`src/rtl/cpu8_pkg.sv`:
```
// Shared constants for the 8-bit CPU arithmetic unit: operation codes,
// FSM state encodings and default datapath widths.
package cpu8_pkg;

    localparam int CPU8_WIDTH   = 8;
    localparam int CPU8_SHCNT_W = 3;

    localparam logic [1:0] OP_MUL = 2'b00;
    localparam logic [1:0] OP_DIV = 2'b01;
    localparam logic [1:0] OP_SHL = 2'b10;
    localparam logic [1:0] OP_SHR = 2'b11;

    localparam logic [1:0] ST_IDLE = 2'd0;
    localparam logic [1:0] ST_RUN  = 2'd1;
    localparam logic [1:0] ST_DONE = 2'd2;

endpackage

```
`src/rtl/cpu8_muldiv_step.sv`:
```
// One iteration of the shared hi/lo datapath: shift-add multiply, restoring
// divide, or a single-bit logical shift, selected by op.
module cpu8_muldiv_step
    import cpu8_pkg::*;
#(
    parameter int WIDTH = CPU8_WIDTH
) (
    input  logic [1:0]       op,
    input  logic [WIDTH-1:0] hi,
    input  logic [WIDTH-1:0] lo,
    input  logic [WIDTH-1:0] b,
    output logic [WIDTH-1:0] hi_next,
    output logic [WIDTH-1:0] lo_next,
    output logic             shout
);

    logic [WIDTH:0]   sum;
    logic [WIDTH:0]   rem;
    logic [WIDTH-1:0] diff;

    // Divide keeps hi < b, so a non-negative trial difference always fits WIDTH bits.
    assign sum  = {1'b0, hi} + {1'b0, b};
    assign rem  = {hi, lo[WIDTH-1]};
    assign diff = rem[WIDTH-1:0] - b;

    always_comb begin
        hi_next = hi;
        lo_next = lo;
        shout   = 1'b0;
        case (op)
            OP_MUL: begin
                if (lo[0]) begin
                    {hi_next, lo_next} = {sum, lo[WIDTH-1:1]};
                end else begin
                    {hi_next, lo_next} = {1'b0, hi, lo[WIDTH-1:1]};
                end
            end
            OP_DIV: begin
                if (rem >= {1'b0, b}) begin
                    hi_next = diff;
                    lo_next = {lo[WIDTH-2:0], 1'b1};
                end else begin
                    hi_next = rem[WIDTH-1:0];
                    lo_next = {lo[WIDTH-2:0], 1'b0};
                end
            end
            OP_SHL: begin
                lo_next = {lo[WIDTH-2:0], 1'b0};
                shout   = lo[WIDTH-1];
            end
            default: begin
                lo_next = {1'b0, lo[WIDTH-1:1]};
                shout   = lo[0];
            end
        endcase
    end

endmodule

```
`src/rtl/cpu8_muldiv_unit.sv`:
```
// Multi-cycle MUL/DIV/SHL/SHR unit: one bit per clock on a shared hi/lo
// register pair, BUSY while iterating, single-cycle DONE pulse at the end.
module cpu8_muldiv_unit
    import cpu8_pkg::*;
#(
    parameter int WIDTH   = CPU8_WIDTH,
    parameter int SHCNT_W = CPU8_SHCNT_W
) (
    input  logic             CLK,
    input  logic             CLR,
    input  logic             START,
    input  logic [1:0]       OP,
    input  logic [WIDTH-1:0] A,
    input  logic [WIDTH-1:0] B,
    output logic             BUSY,
    output logic             DONE,
    output logic [WIDTH-1:0] RESULT,
    output logic [WIDTH-1:0] RESULT_HI,
    output logic             OVF,
    output logic             DIV0
);

    localparam int CNT_W = ($clog2(WIDTH + 1) > SHCNT_W) ? $clog2(WIDTH + 1) : SHCNT_W;

    logic [1:0]       state_reg;
    logic [1:0]       op_reg;
    logic [WIDTH-1:0] b_reg;
    logic [WIDTH-1:0] hi_reg;
    logic [WIDTH-1:0] lo_reg;
    logic [CNT_W-1:0] cnt_reg;
    logic             ovf_reg;
    logic             div0_reg;

    logic [WIDTH-1:0] hi_next;
    logic [WIDTH-1:0] lo_next;
    logic             shout;
    logic [CNT_W-1:0] shamt;

    assign shamt = CNT_W'(B[SHCNT_W-1:0]);

    cpu8_muldiv_step #(
        .WIDTH (WIDTH)
    ) u_step (
        .op      (op_reg),
        .hi      (hi_reg),
        .lo      (lo_reg),
        .b       (b_reg),
        .hi_next (hi_next),
        .lo_next (lo_next),
        .shout   (shout)
    );

    always_ff @(posedge CLK) begin
        if (CLR) begin
            state_reg <= ST_IDLE;
            op_reg    <= OP_MUL;
            b_reg     <= '0;
            hi_reg    <= '0;
            lo_reg    <= '0;
            cnt_reg   <= '0;
            ovf_reg   <= 1'b0;
            div0_reg  <= 1'b0;
        end else begin
            case (state_reg)
                ST_RUN: begin
                    hi_reg  <= hi_next;
                    lo_reg  <= lo_next;
                    ovf_reg <= ovf_reg | shout;
                    cnt_reg <= cnt_reg - CNT_W'(1);
                    if (cnt_reg == CNT_W'(1)) begin
                        state_reg <= ST_DONE;
                    end
                end
                default: begin
                    if (START) begin
                        op_reg   <= OP;
                        b_reg    <= B;
                        ovf_reg  <= 1'b0;
                        div0_reg <= 1'b0;
                        hi_reg   <= '0;
                        lo_reg   <= A;
                        case (OP)
                            OP_MUL: begin
                                cnt_reg   <= CNT_W'(WIDTH);
                                state_reg <= ST_RUN;
                            end
                            OP_DIV: begin
                                // Divide by zero resolves immediately with a saturated quotient.
                                if (B == '0) begin
                                    div0_reg  <= 1'b1;
                                    lo_reg    <= '1;
                                    hi_reg    <= A;
                                    cnt_reg   <= '0;
                                    state_reg <= ST_DONE;
                                end else begin
                                    cnt_reg   <= CNT_W'(WIDTH);
                                    state_reg <= ST_RUN;
                                end
                            end
                            default: begin
                                cnt_reg   <= shamt;
                                state_reg <= (shamt == '0) ? ST_DONE : ST_RUN;
                            end
                        endcase
                    end else begin
                        state_reg <= ST_IDLE;
                    end
                end
            endcase
        end
    end

    // Multiply overflow is simply a non-zero high byte; shifts use the sticky bit.
    assign BUSY      = (state_reg == ST_RUN);
    assign DONE      = (state_reg == ST_DONE);
    assign RESULT    = lo_reg;
    assign RESULT_HI = hi_reg;
    assign OVF       = (op_reg == OP_MUL) ? (|hi_reg) : ovf_reg;
    assign DIV0      = div0_reg;

endmodule

```
`config.mk`:
```
export PLATFORM = sky130hd
export DESIGN_NAME = cpu8_muldiv_unit
export DESIGN_NICKNAME = d
export VERILOG_FILES = /design/src/rtl/cpu8_pkg.sv /design/src/rtl/cpu8_muldiv_step.sv /design/src/rtl/cpu8_muldiv_unit.sv
export SDC_FILE = /design/constraint.sdc
export NUM_CORES = 1
export LEC_CHECK = 0
export BUFFER_PORTS_ARGS = -buffer_cell sky130_fd_sc_hd__buf_2
export CAP_MARGIN = 10
export CORE_ASPECT_RATIO = 0.9
export CORE_UTILIZATION = 40
export CTS_CLUSTER_SIZE = 12
export DETAILED_ROUTE_END_ITERATION = 10
export PLACE_DENSITY = 0.59
export SKIP_CTS_REPAIR_TIMING = 1
export SYNTH_ARGS = -nofsm -noshare
export SYNTH_HDL_FRONTEND = slang
export SYNTH_SLANG_ARGS = --single-unit
export TNS_END_PERCENT = 20
```
`constraint.sdc`:
```
create_clock -name CLK -period 2.7 [get_ports CLK]
set_input_delay 0.135 -clock CLK [delete_from_list [all_inputs] [get_ports CLK]]
set_output_delay 0.135 -clock CLK [all_outputs]
set_load 0.01 [all_outputs]
```
* Word level (Yosys, flattened, before mapping)
Cells that the tools add are included.
W data, S select, Z words.
** Cells by class
- Mux-type cells :: 30
- Equal/unequal tests :: 8
- Order comparisons :: 1
- $add $sub $neg :: 3
- Bitwise operators :: 2
- Reduce and logical (&&, ||, !) cells :: 9
** Operator list (count)
- $mux W8 :: 11
- $pmux W8 S3 :: 1
- $pmux W8 S2 :: 1
- $mux W4 :: 3
- $mux W2 :: 5
- $add A8 B8 Y9 :: 1
- $ge A9 B8 Y1 :: 1
- $logic_not A8 Y1 :: 1
- $pmux W4 S2 :: 1
- $reduce_or A8 Y1 :: 1
- $sub A8 B8 Y8 :: 1
- $eq A2 B1 Y1 const B :: 3
- $mux W1 :: 6
- $eq A2 B2 Y1 const B :: 2
- $eq A4 B1 Y1 const B :: 1
- $logic_not A2 Y1 :: 2
- $logic_not A4 Y1 :: 1
- $pmux W2 S2 :: 1
- $reduce_and A2 Y1 :: 2
- $sub A4 B1 Y4 const B :: 1
- $ne A3 B1 Y1 const B :: 1
- $ne A2 B1 Y1 const B :: 1
- $pmux W1 S2 :: 1
- $reduce_bool A2 Y1 :: 1
- other kinds (3) :: 3
** Word-level totals
- Register bits after elaboration :: 34
- Input port bits :: 21

* Depth between registers and ports, before layout
Gate-level depths: netlist of run 1.
- Depth in word-level cells :: 5
- Depth in mapped cells :: 10
- Gate-level depth less buffers :: 9

* Cells and area by module
From an unflattened synthesis of run 1, not the netlist that was laid out.
** Second synthesis, totals
- Cells, all modules :: 345
- Area total of the unflattened synthesis :: 2777.7 sq um
** By module, submodules not included
- cpu8_muldiv_unit :: instances 1, area an instance 1611.5 sq um, cells each 187, seq. area each 680.7 sq um
- cpu8_muldiv_step :: instances 1, area an instance 1166.1 sq um, cells each 158, seq. area each 0.0 sq um

* Least setup slack after synthesis of run 1
Ideal clock, no wire load.
- Path type :: register -> register
- Start point :: register hi_reg[5] (netlist: RESULT_HI[5])
- End point :: register hi_reg[6] (netlist: RESULT_HI[6])
- Cell stages (with the launch flop) :: 10
- Data required time :: 2.584 ns
- Clock period less this slack :: 2.339 ns
- Path buffers :: 2
- Arrival time :: 2.223 ns
- Path slack :: 0.361 ns
- Path through :: dfxtp_1 -> ha_1 -> clkbuf_2 -> nand2_1 -> a2111oi_0 -> a31o_2 -> nand2b_1 -> buf_2 -> mux2_2 -> o211a_1
** Between the ends
- Word-level cells in the longest chain between the ends :: 4
- Elaborated cells on any way between the ends :: 7
- Those cells by class :: add/sub: 2; order compare: 1; mux: 4
** RTL lines
- from (decl) :: line cpu8_muldiv_unit.sv:28 : logic [WIDTH-1:0] hi_reg;
- from (signal assigned) :: line cpu8_muldiv_unit.sv:66 : hi_reg <= hi_next;
- $sub A8 B8 Y8, or another cell as far along :: line cpu8_muldiv_step.sv:24 : assign diff = rem[WIDTH-1:0] - b;
- $mux W8 (on tied branches) :: line cpu8_muldiv_step.sv:39, cpu8_muldiv_step.sv:32
- $pmux W8 S2 (*) :: line cpu8_muldiv_step.sv:30 : case (op)
- $mux W8 (*) :: line cpu8_muldiv_unit.sv:64 : case (state_reg)
Mark *: on every way between the ends. The rest lies on a longest branch, timed or not.
A chain may end at the register's enable or synchronous reset.

* Final worst setup path of run 1
- Start point :: register hi_reg[1] (netlist: RESULT_HI[1])
- End point :: register hi_reg[4] (netlist: RESULT_HI[4])
Same word-level chain as after synthesis.

==> impl_metrics.env, run 1 <==
export IMPL_drtIter0Drc=231
export IMPL_yosysTopAreaCell="dfxtp_1"
export IMPL_grt_use_total_pct=23.9
export IMPL_clkPwrFrac_pct=24.4
export IMPL_drc=0
export IMPL_finalCriticalPeriod_ps=2430
export IMPL_clkTransAtPathRegs_ps=80
export IMPL_arrival_ps=2630
export IMPL_placementRows=27
export IMPL_worstMarginPinSlew_ps=983
export IMPL_grt_ovfl_total=0
export IMPL_vias=2856
export IMPL_syn_area_per_cell_sq_um=7.27
export IMPL_cp_start_kind="register"
export IMPL_initial_core_util_pct=42.7
export IMPL_dp_cells=488
export IMPL_setup_viol=0
export IMPL_worst_path_buf_inv=0
export IMPL_finClkSkew_ps=4.18
export IMPL_drive_gt1_share_pct=17.8
export IMPL_max_stage_delay_ps=500
export IMPL_vias_per_cell=5.76
export IMPL_final_nets=449
export IMPL_syn_to_final_growth_pct=15.7
export IMPL_switching_share_pct=38.5
export IMPL_post_route_util_pct=49.4
export IMPL_rsz0062_at_grt="no"
export IMPL_yosysWarnings=0
export IMPL_grt_antenna_before_repair=0
export IMPL_timing_fmax_mhz=411
export IMPL_dieArea_sq_um=7040
export IMPL_dp_hpwl_mm=6.00
export IMPL_clockBufferDepth=2
export IMPL_synthCells=369
export IMPL_fin_tns_setup_ps=0
export IMPL_pin_count=41
export IMPL_ant_nets=0
export IMPL_status="finished, final reports clean"
export IMPL_yosys_cell_count_top_type="nand2_1"
export IMPL_synth_commonest_cells="nand2_1, nor2_1, a21oi_1, dfxtp_1, o21ai_0"
export IMPL_synth_flop_cell="dfxtp_1"
export IMPL_critPathTopFamily="compound AO/OA/AOI/OAI gates"
export IMPL_setup_slack_ps=266
export IMPL_grt_pass1_vias=2584
export IMPL_synth_area_leaders="dfxtp_1, ha_1, a21oi_1"
export IMPL_wl_per_cell_um=16.3
export IMPL_clk_latency_ps=290
export IMPL_end_kind="register"
export IMPL_maxSlewHeadroom_pct=34.0
export IMPL_async_flop_share_pct=0
export IMPL_crit_slowest_cell="dfxtp_1"
export IMPL_path_class="reg2reg"
export IMPL_wl_mm=8.07
export IMPL_grt_pass1_wl_mm=13.0
export IMPL_synth_top_area_share_pct=25.4
export IMPL_synth_enable_flop_cells=0
export IMPL_cts_buffers=5
export IMPL_power_density_nw_per_um2=537
export IMPL_port_buffers=40
export IMPL_p_sw_uw=642
export IMPL_ys_ff_latch=34
export IMPL_min_period_over_period_pct=90.1
export IMPL_power_leakage_nw=1.29
export IMPL_critPathRequiredTime_ps=2890
export IMPL_synth_nets=410
export IMPL_dr_pass1_iters=5
export IMPL_netlist_area_sq_um=2680
export IMPL_clock_root_buffer="clkbuf_8"
export IMPL_cts_max_level=2
export IMPL_clock_sinks=34
export IMPL_place_ws_ps=339
export IMPL_hold_class="in2reg"
export IMPL_vdd_drop_max_v=0.000259
export IMPL_cts_tree="built"
export IMPL_core_area_sq_um=6280
export IMPL_hold_violations=0
export IMPL_fp_dieH_um=79.7
export IMPL_seq_area_frac_synth_pct=25.4
export IMPL_slew_violations=0
export IMPL_num_antenna_cells=0
export IMPL_fin_cells=496
export IMPL_p_seq_share_pct=35.8
export IMPL_synth_cell_types=52
export IMPL_internal_power_mw=1.03
export IMPL_path_max_fanout=8
export IMPL_p_comb_share_pct=39.8
export IMPL_crit_chain="ha_1 -> a211oi_1 -> o21bai_1 -> or3b_2 -> a21oi_1 -> a311oi_1 -> a221oi_1"
export IMPL_drv_cap=0
export IMPL_gp_congestion=0.876
export IMPL_grt_max_degree=38
export IMPL_die_w_um=88.3
==> routing by layer <==
layer / global-route usage (%) / routed length (um)
met5: 0 / 0
met4: 4.19 / 51
met3: 3.21 / 506
met2: 36.8 / 3580
met1: 35.5 / 3940
==> final timing paths <==
path / startpoint / to / slack (ps) / cells after the start
hold reg to reg: DIV0$_SDFFE_PP0P_ / DIV0$_SDFFE_PP0P_ / 460 / 2
setup reg to reg: RESULT_HI[1]$_SDFFE_PP0P_ / RESULT_HI[4]$_SDFFE_PP0P_ / 270 / 7
hold / removal: B[7] / b_reg[7]$_SDFFE_PP0P_ / 100 / 3
setup / recovery: RESULT_HI[1]$_SDFFE_PP0P_ / RESULT_HI[4]$_SDFFE_PP0P_ / 270 / 7
==> kinds of logic after synthesis <==
kind of cell | synth area share, %
buffers and inverters | 6.34
adder cells (fa/ha/maj) | 9.88
flip-flops | 25.4
XOR/XNOR | 1.63
AND/OR/NAND/NOR | 25.7
multiplexers | 1.59
AO/OA/AOI/OAI | 29.5
==> power groups by stage <==
stage / Clock [mW] / Combinational [mW] / Sequential, mW
after floorplan: 0 / 0.454 / 0.607
after global placement: 0 / 0.655 / 0.608
after detailed placement: 0 / 0.655 / 0.608
after CTS: 0.416 / 0.658 / 0.596
after global routing: 0.441 / 0.735 / 0.604
final: 0.406 / 0.664 / 0.598
==> tightest hold or removal path: stages <==
cell,delay [ps]
buf_2,100
nand2_1,50
a21oi_1,50
==> cell usage in the layout (no fill, tap or decap), types with 2 or more instances in the layout <==
cell / count
nand2_1: 43
nor2_1: 42
buf_2: 40
dfxtp_1: 34
a21oi_1: 34
o21ai_0: 25
inv_1: 20
ha_1: 18
buf_4: 15
nor3_1: 13
a211oi_1: 11
a311oi_1: 10
nor2b_1: 9
nand2b_1: 6
clkbuf_8: 6
o21a_1: 5
o22ai_1: 5
and3_1: 5
nor4_1: 4
a31oi_1: 4
xnor2_1: 4
o32ai_1: 4
nand3_1: 3
or3_1: 3
nand4_1: 3
o211ai_1: 3
o211a_1: 3
or2_2: 2
nand3b_1: 2
o311ai_0: 2
a2111oi_0: 2
mux2_2: 2
o21bai_1: 2
a32oi_1: 2
mux2i_1: 2
a221oi_1: 2
a21o_1: 2
fa_1: 2
==> stage by stage <==
stage	instance area (sq um)	hold WS, ps	total power [mW]
after floorplan	2680	271	1.06
after global placement	3010	396	1.26
after detailed placement	3010	400	1.26
after CTS	3110	91.7	1.67
after global routing	3110	102	1.78
final	3110	96.0	1.67
==> layout make-up <==
type,instances,area [sq um]
well taps,87,109
clock inverters,2,12.5
clock buffers,6,82.6
multi-input cells,292,1830
flip-flops and latches,34,681
inverters,20,75.1
fillers,668,3180
repair buffers,55,313
Note: power is estimated with default switching activity, not from simulation.
==> run 2, diff against run 1 <==
- CORE_ASPECT_RATIO: 0.9 -> default
==> impl_metrics.env, run 2 (synthesized netlist as in run 1, its figures left out) <==
export IMPL_wl_mm=8.18
export IMPL_crit_slowest_cell="ha_1"
export IMPL_power_density_nw_per_um2=544
export IMPL_filler_cell_count=649
export IMPL_cts_buffers=5
export IMPL_die_w_um=83.9
export IMPL_worst_hold_slack_ps=84.4
export IMPL_cts_tree="built"
export IMPL_ant_nets=0
export IMPL_finClkSkew_ps=6.94
export IMPL_core_area_sq_um=6420
export IMPL_regArea_sq_um=681
export IMPL_arrival_ps=2620
export IMPL_multi_input_area_sq_um=1840
export IMPL_setup_viol=0
export IMPL_dieArea_sq_um=7040
export IMPL_timing_fmax_mhz=413
export IMPL_clk_latency_ps=300
export IMPL_final_nets=449
export IMPL_pin_count=41
export IMPL_grt_max_degree=29
export IMPL_dr_pass1_iters=8
export IMPL_wl_per_cell_um=16.8
export IMPL_critPathTopFamily="compound AO/OA/AOI/OAI gates"
export IMPL_syn_to_final_growth_pct=15.4
export IMPL_drtIter0Drc=251
export IMPL_clock_root_buffer="clkbuf_8"
export IMPL_p_total_mw=1.69
export IMPL_final_area_sq_um=3100
export IMPL_vias=2887
export IMPL_slew_violations=0
export IMPL_port_buffers=40
export IMPL_reg2reg_setup_slack_ps=280
export IMPL_rsz0062_at_grt="no"
export IMPL_cts_max_level=2
export IMPL_min_period_over_period_pct=89.6
export IMPL_max_stage_delay_ps=380
export IMPL_drv_cap=0
export IMPL_grt_ovfl_total=0
export IMPL_placed_area_sq_um=3000
export IMPL_clockBufferDepth=2
export IMPL_finalCriticalPeriod_ps=2420
export IMPL_worstHoldStart="B[7]"
export IMPL_ff2ff_path_depth=9
export IMPL_grt_use_total_pct=23.8
export IMPL_fp_dieH_um=83.9
export IMPL_num_antenna_cells=0
export IMPL_placementRows=29
export IMPL_final_cell_mix="nand2_1, nor2_1, buf_2, dfxtp_1, a21oi_1"
export IMPL_worstMarginPinSlew_ps=951
export IMPL_grt_pass1_wl_mm=13.3
export IMPL_whs_endpoint="b_reg[7]$_SDFFE_PP0P_"
export IMPL_maxSlewHeadroom_pct=36.1
export IMPL_power_leakage_nw=1.29
export IMPL_final_common_cell="nand2_1"
export IMPL_critPathRequiredTime_ps=2900
export IMPL_drc=4
export IMPL_grt_antenna_before_repair=0
export IMPL_path_class="reg2reg"
export IMPL_dp_hpwl_mm=6.08
export IMPL_status="finished with violations"
export IMPL_path_max_fanout=8
export IMPL_r2r_start="b_reg[6]$_SDFFE_PP0P_"
export IMPL_drive_gt1_share_pct=18.1
export IMPL_hold_class="in2reg"
export IMPL_min_path_cells=3
export IMPL_vdd_drop_max_v=0.000204
export IMPL_clkTransAtPathRegs_ps=80
export IMPL_r2r_end="RESULT_HI[1]$_SDFFE_PP0P_"
export IMPL_hold_violations=0
export IMPL_worst_path_buf_inv=2
export IMPL_crit_chain="inv_1 -> ha_1 -> a21oi_1 -> o22ai_1 -> nor3_1 -> nand2b_1 -> buf_4 -> and3_1 -> o32ai_1"
export IMPL_vias_per_cell=5.94
export IMPL_failed_checks="DRC"
export IMPL_initial_core_util_pct=41.8
export IMPL_cp_start_kind="register"
export IMPL_fin_tns_setup_ps=0
export IMPL_clock_sinks=34
export IMPL_gp_congestion=0.939
export IMPL_grt_pass1_vias=2610
export IMPL_end_kind="register"
==> run 2: cell count changes in the layout (fill, tap and decap cells not counted) <==
cell,previous run,this run
a211oi_1,11,10
a211oi_2,0,1
==> run 2: worst max-delay path by stage <==
stage	start	end	cells past startpoint
finish	b_reg[6]$_SDFFE_PP0P_	RESULT_HI[1]$_SDFFE_PP0P_	9
global route	b_reg[6]$_SDFFE_PP0P_	RESULT_HI[6]$_SDFFE_PP0P_	8
CTS	RESULT_HI[0]$_SDFFE_PP0P_	RESULT_HI[5]$_SDFFE_PP0P_	8
detailed placement	RESULT_HI[0]$_SDFFE_PP0P_	RESULT_HI[5]$_SDFFE_PP0P_	8
global placement	RESULT_HI[0]$_SDFFE_PP0P_	RESULT_HI[5]$_SDFFE_PP0P_	8
floorplan	RESULT_HI[5]$_SDFFE_PP0P_	RESULT_HI[6]$_SDFFE_PP0P_	9
==> run 2: metrics by stage <==
step | setup WS, ps | cells | util (%)
2_1_floorplan | 361 | 369 | -
3_3_place_gp | 226 | 478 | 46.7
3_5_place_dp | 230 | 478 | 46.7
4_1_cts | 200 | 486 | 48.2
6_report | 281 | 486 | 48.2
5_1_grt | 7.28 | 486 | 48.2
==> run 2: layout make-up <==
class,instances,area share (%)
clock buffer,6,2.67
sequential,34,22.0
timing repair buffer,55,10.1
tap,77,3.11
inverter,20,2.42
clock inverter,2,0.404
multi-input combinational,292,59.3
==> run 2: worst register-to-register path: cells and delay by family, from the launching register on <==
family          cells  cell delay [ps]
buf+inv             2              250
flops               1              360
compound gates      3              690
simple gates        3              660
fa+ha+maj           1              380
==> run 2: where the power goes <==
group,internal [mW],switching [mW],total (mW)
clock,0.205,0.214,0.419
sequential,0.545,0.0578,0.603
combinational,0.277,0.387,0.664
==> run 2: metal layers <==
layer	vias to the layer above	GRT usage, %	share of wire (%)
met1	1325	33.7	48
met2	126	36.4	43
li1	1423	-	-
met3	13	4.06	7.1
met5	-	0	0
met4	0	7.99	1.8
